**config.mk**
```make
export PLATFORM = sky130hd
export DESIGN_NAME = ppg_pp_extract
export DESIGN_NICKNAME = d
export VERILOG_FILES = /design/src/rtl/ppg_pp_extract.sv
export SDC_FILE = /design/constraint.sdc
export NUM_CORES = 1
export LEC_CHECK = 0
export CAP_MARGIN = 10
export CORE_UTILIZATION = 50
export CTS_BUF_LIST = sky130_fd_sc_hd__clkbuf_8
export CTS_CLUSTER_DIAMETER = 30
export DETAILED_ROUTE_END_ITERATION = 8
export MAX_ROUTING_LAYER = met4
export PLACE_DENSITY = 0.71
export RECOVER_POWER = 100
export SYNTH_ARGS = -nofsm -noshare
export SYNTH_HDL_FRONTEND = slang
export SYNTH_SLANG_ARGS = --single-unit
export TNS_END_PERCENT = 50
```
**constraint.sdc**
```tcl
create_clock -name clk -period 23.2 [get_ports clk]
set_input_delay 6.96 -clock clk [delete_from_list [all_inputs] [get_ports clk]]
set_output_delay 6.96 -clock clk [all_outputs]
set_load 0.01 [all_outputs]
```
**src/rtl/ppg_pp_extract.sv**
```systemverilog
// Per-window peak-to-peak extraction for red/IR PPG channels.
// Each closed window emits {red_pp, ir_pp}, or flags a low signal if the IR swing is too small.
module ppg_pp_extract #(
    parameter int WIN_LEN = 100,
    parameter int MIN_PP  = 16
) (
    input  logic        clk,
    input  logic        rst_n,
    input  logic        enable,
    input  logic [17:0] red_data,
    input  logic [17:0] ir_data,
    input  logic        sample_valid,
    output logic [35:0] spodata,
    output logic        spodata_de,
    output logic        low_signal
);

    typedef enum logic {IDLE = 1'b0, ACQ = 1'b1} state_t;

    localparam logic [9:0]  WIN_LAST = 10'(WIN_LEN - 1);
    localparam logic [17:0] MIN_PP_V = 18'(MIN_PP);

    state_t      state_q, state_d;
    logic        acq;

    logic [9:0]  cnt_q, cnt_d;
    logic [17:0] red_max_q, red_max_d, red_min_q, red_min_d;
    logic [17:0] ir_max_q, ir_max_d, ir_min_q, ir_min_d;
    logic [35:0] spodata_q, spodata_d;
    logic        spodata_de_q, spodata_de_d;
    logic        low_signal_q, low_signal_d;

    logic        accept, first, close;
    logic [17:0] red_max_n, red_min_n, ir_max_n, ir_min_n;
    logic [17:0] red_pp, ir_pp;

    always_ff @(posedge clk) begin
        if (!rst_n) begin
            state_q      <= IDLE;
            cnt_q        <= '0;
            red_max_q    <= '0;
            red_min_q    <= '0;
            ir_max_q     <= '0;
            ir_min_q     <= '0;
            spodata_q    <= '0;
            spodata_de_q <= 1'b0;
            low_signal_q <= 1'b0;
        end else begin
            state_q      <= state_d;
            cnt_q        <= cnt_d;
            red_max_q    <= red_max_d;
            red_min_q    <= red_min_d;
            ir_max_q     <= ir_max_d;
            ir_min_q     <= ir_min_d;
            spodata_q    <= spodata_d;
            spodata_de_q <= spodata_de_d;
            low_signal_q <= low_signal_d;
        end
    end

    always_comb begin
        state_d = state_q;
        case (state_q)
            IDLE:    if (enable)  state_d = ACQ;
            ACQ:     if (!enable) state_d = IDLE;
            default: state_d = IDLE;
        endcase
    end

    always_comb begin
        acq = (state_q == ACQ);
    end

    // A sample counts only while acquiring and still enabled in the same cycle.
    always_comb begin
        accept    = acq && enable && sample_valid;
        first     = (cnt_q == 10'd0);
        close     = accept && (cnt_q == WIN_LAST);

        red_max_n = (first || (red_data > red_max_q)) ? red_data : red_max_q;
        red_min_n = (first || (red_data < red_min_q)) ? red_data : red_min_q;
        ir_max_n  = (first || (ir_data  > ir_max_q))  ? ir_data  : ir_max_q;
        ir_min_n  = (first || (ir_data  < ir_min_q))  ? ir_data  : ir_min_q;

        red_pp    = red_max_n - red_min_n;
        ir_pp     = ir_max_n  - ir_min_n;
    end

    always_comb begin
        cnt_d        = cnt_q;
        red_max_d    = red_max_q;
        red_min_d    = red_min_q;
        ir_max_d     = ir_max_q;
        ir_min_d     = ir_min_q;
        spodata_d    = spodata_q;
        spodata_de_d = 1'b0;
        low_signal_d = 1'b0;

        // Leaving ACQ discards any partial window; IDLE keeps the trackers cleared.
        if (!acq) begin
            cnt_d     = '0;
            red_max_d = '0;
            red_min_d = '0;
            ir_max_d  = '0;
            ir_min_d  = '0;
        end else if (accept) begin
            cnt_d     = close ? 10'd0 : cnt_q + 10'd1;
            red_max_d = red_max_n;
            red_min_d = red_min_n;
            ir_max_d  = ir_max_n;
            ir_min_d  = ir_min_n;
        end

        if (close) begin
            if (ir_pp >= MIN_PP_V) begin
                spodata_d    = {red_pp, ir_pp};
                spodata_de_d = 1'b1;
            end else begin
                low_signal_d = 1'b1;
            end
        end
    end

    assign spodata    = spodata_q;
    assign spodata_de = spodata_de_q;
    assign low_signal = low_signal_q;

endmodule
```
==> flow_metrics.env <==
export IMPL_hold_viol_final=0
export IMPL_criticalPathCategory="in -> reg"
export IMPL_power_net_switching_mw=0.1525
export IMPL_yosysWarnings=0
export IMPL_via_count=7917
export IMPL_rrSetupSlack_ns=14.07
export IMPL_grt_max_degree=80
export IMPL_post_cts_buffers=0
export IMPL_r2r_start="ir_max_q[5]"
export IMPL_synth_ff_type="dfxtp_1"
export IMPL_gp_congestion=0.8610
export IMPL_cts_hold_fix_buffers=0
export IMPL_fin_worst_skew_ns=0.007910
export IMPL_start_kind="primary input"
export IMPL_syn_to_final_growth_pct=15.18
export IMPL_outcome="finished, violations left"
export IMPL_endpoint_kind="flop"
export IMPL_start_util_pct=51.51
export IMPL_dpl_cell_area_um2=9535
export IMPL_final_period_utilization_pct=68.41
export IMPL_dieArea_um2=17740
export IMPL_drv_cap=3
export IMPL_path_delay_family="compound AO/OA/AOI/OAI gates"
export IMPL_core_um2=16700
export IMPL_dp_hpwl_um=16560
export IMPL_crit_path_cell_trace="dlygate4sd3_1 > ha_1 > a211oi_1 > nor2_1 > a2111oi_0 > o22ai_1 > nor2_1 > clkbuf_1 > mux2i_1 > ha_1 > inv_1 > fa_1 > a21o_1 > a221oi_1 > o311ai_0 > or4_2 > a2111oi_0 > o211ai_1 > nor4_1 > clkbuf_1 > nor2_1 > o22ai_1"
export IMPL_ios=78
export IMPL_reg2reg_depth=22
export IMPL_crit_top_cell="nor2_1"
export IMPL_synth_area_um2=8603
export IMPL_io_buffers=77
export IMPL_slew_headroom_pct=-125.6
export IMPL_final_layout_size_suffix_gt1_share_pct=4.073
export IMPL_cp_required_ns=23.56
export IMPL_async_flop_share_pct=0
export IMPL_hold_path_class="reg -> reg"
export IMPL_drtPass1Iterations=8
export IMPL_power_density_nw_per_um2=54.58
export IMPL_vias_per_cell=5.762
export IMPL_tns_ns=0
export IMPL_wl_per_cell_um=16.50
export IMPL_fp_row_count=47
export IMPL_synth_seq_cells=121
export IMPL_drtIter0Drc=409
export IMPL_cts_tree="built"
export IMPL_grt_pass1_wl_um=36650
export IMPL_tightest_slew_ns=3.384
export IMPL_final_common_cell="nor2_1"
export IMPL_p_int_mw=0.3883
export IMPL_leakage_nw=3.786
export IMPL_cp_max_fo=19
export IMPL_die_y_um=133.2
export IMPL_synth_distinct_cells=61
export IMPL_reg2reg_to="spodata[31]"
export IMPL_grt_ovfl_total=0
export IMPL_antenna_left=0
export IMPL_cts_clk_slew_worst_paths_ns=0.08
export IMPL_fp_dieW_um=133.2
export IMPL_period_needed_ns=15.87
export IMPL_ir_worst_vdd_mv=0.03608
export IMPL_h_tree_depth=4
export IMPL_comb_power_share_pct=19.1
export IMPL_numCtsBuffers=17
export IMPL_holdPathStages=2
export IMPL_grt_pass1_vias=7469
export IMPL_grtUsageTotal_pct=26.96
export IMPL_cp_slowest_cell="nor4_1"
export IMPL_drv_slew=107
export IMPL_cts_resized_gates=0
export IMPL_setup_viol=0
export IMPL_violations="max-capacitance violations, max-slew violations"
export IMPL_fmax_mhz=63.00
export IMPL_cts_root_buf="clkbuf_8"
export IMPL_min_from="spodata[10]"
export IMPL_synth_seq_area_share_pct=28.16
export IMPL_crit_arrival_ns=16.23
export IMPL_route_detailed_drc=0
export IMPL_final_util_pct=59.33
export IMPL_synth_edf_count=0
export IMPL_final_nets=1289
export IMPL_crit_path_max_incr_delay_ns=1.53
export IMPL_cts_path_max_buffers=2
export IMPL_drt_wl_total_um=22670
export IMPL_syn_area_per_cell_um2=7.915
export IMPL_diodes=0
export IMPL_syn_instance_count=1087
export IMPL_cts_sinks=121
export IMPL_worst_hold_path_endpoint="spodata[10]"
export IMPL_insertion_delay_ns=0.45
export IMPL_seqPwrFrac_pct=39.1
export IMPL_power_switching_share_pct=28.20
export IMPL_design_area_um2=9910
export IMPL_layout_common_cells="nor2_1, dfxtp_1, a21oi_1, ha_1, inv_1"
export IMPL_synth_nets=1235
export IMPL_antenna_found_initial=0
export IMPL_rsz0062_at_grt="false"
export IMPL_clock_power_share_pct=41.9
export IMPL_path_buf_inv=4
-- power by group through the flow --
stage / clock network (mW) / registers [mW] / logic, mW
floorplan: 0 / 0.216 / 0.0745
global placement: 0 / 0.216 / 0.103
detailed placement: 0 / 0.216 / 0.105
CTS: 0.230 / 0.211 / 0.106
global route: 0.238 / 0.211 / 0.115
finish: 0.226 / 0.211 / 0.103
-- logic make-up after synthesis --
logic type                 count (synthesis)  synth area share (%)
muxes                                     43                 5.483
DFF                                      121                 28.16
AOI/OAI and AO/OA                        325                 23.65
adders and majority gates                108                 15.88
and+or+nand+nor                          316                 17.51
xor gates and xnor gates                  28                 2.851
buffers and inverters                    146                 6.472
-- worst reg2reg max path: stages (launching register included) --
cell	delay, ns
dfxtp_1	0.34
inv_1	0.07
ha_1	0.31
a21oi_1	0.14
o21ai_0	0.09
a2111oi_0	0.69
o22ai_1	0.29
nor2_1	0.15
clkbuf_1	0.92
mux2i_1	0.33
ha_1	0.20
inv_1	0.05
fa_1	0.40
a21o_1	0.19
a221oi_1	0.62
o311ai_0	0.29
or4_2	0.69
a2111oi_0	0.46
o211ai_1	0.21
nor4_1	1.53
clkbuf_1	0.47
nor2_1	0.31
o22ai_1	0.28
-- registers in the layout, summed over array words and instances (netlist names) --
name,count
spodata,36
ir_max_q,18
ir_min_q,18
red_max_q,18
red_min_q,18
cnt_q,10
acq,1
low_signal,1
spodata_de,1
-- Yosys cell counts (all sizes together), types with 5 or more instances --
cell    count  area share, %
nor2      134            5.8
dfxtp     121             28
a21oi     120            7.0
ha        106             15
inv        93            4.1
o21ai      74            4.3
nand2      59            2.6
a211oi     58            5.1
clkbuf     48            2.1
mux2       33            4.3
nand3      32            1.9
xnor2      20            2.0
nand4      17            1.2
nor3       17           0.99
a21o       16            1.4
nand2b     13           0.95
and2       10           0.73
mux2i      10            1.2
o211ai      8           0.76
xor2        8           0.81
a211o       7           0.71
o21a        6           0.52
a31oi       5           0.36
buf         5           0.32
nor2b       5           0.36
o22ai       5           0.36
or4         5           0.52
-- through the flow --
step	hold WS (ns)	std cells	worst slack, ns	total power [mW]
after floorplan	0.4512	1087	10.88	0.2901
after global placement	0.4475	1342	9.716	0.3193
after detailed placement	0.4537	1342	9.668	0.3204
after CTS	0.4640	1374	10.13	0.5463
after global routing	0.4765	1374	6.546	0.5649
final	0.4575	1374	7.328	0.5408
-- final cells by class --
type / instances / area (um^2)
Tap cell: 220 / 275.3
Inverter: 93 / 349.1
Timing Repair Buffer: 88 / 830.8
Multi-Input combinational cell: 820 / 5562
Fill cell: 1537 / 6792
Clock buffer: 20 / 275.3
Clock inverter: 12 / 195.2
Sequential cell: 121 / 2422
-- worst max path at each step --
stage                           start     endpoint  slack [ns]  depth (start not counted)
after global routing       ir_data[7]  spodata[32]        6.55                         22
after global placement    ir_data[12]  spodata[13]        9.72                         21
final                      ir_data[7]  spodata[31]        7.33                         22
after CTS                 ir_data[12]  spodata[31]       10.13                         21
after detailed placement  ir_data[12]  spodata[31]        9.67                         21
after floorplan            ir_data[7]  spodata[23]       10.88                         21
-- routing by layer --
layer | vias up | part of all wire (%) | track usage [%]
met1 | 3672 | 45 | 31.92
li1 | 4000 | - | -
met5 | - | 0 | -
met4 | 0 | 2.7 | 10.16
met3 | 47 | 4.1 | 4.452
met2 | 198 | 49 | 45.81
No activity file was read; power rests on OpenSTA's default activity.
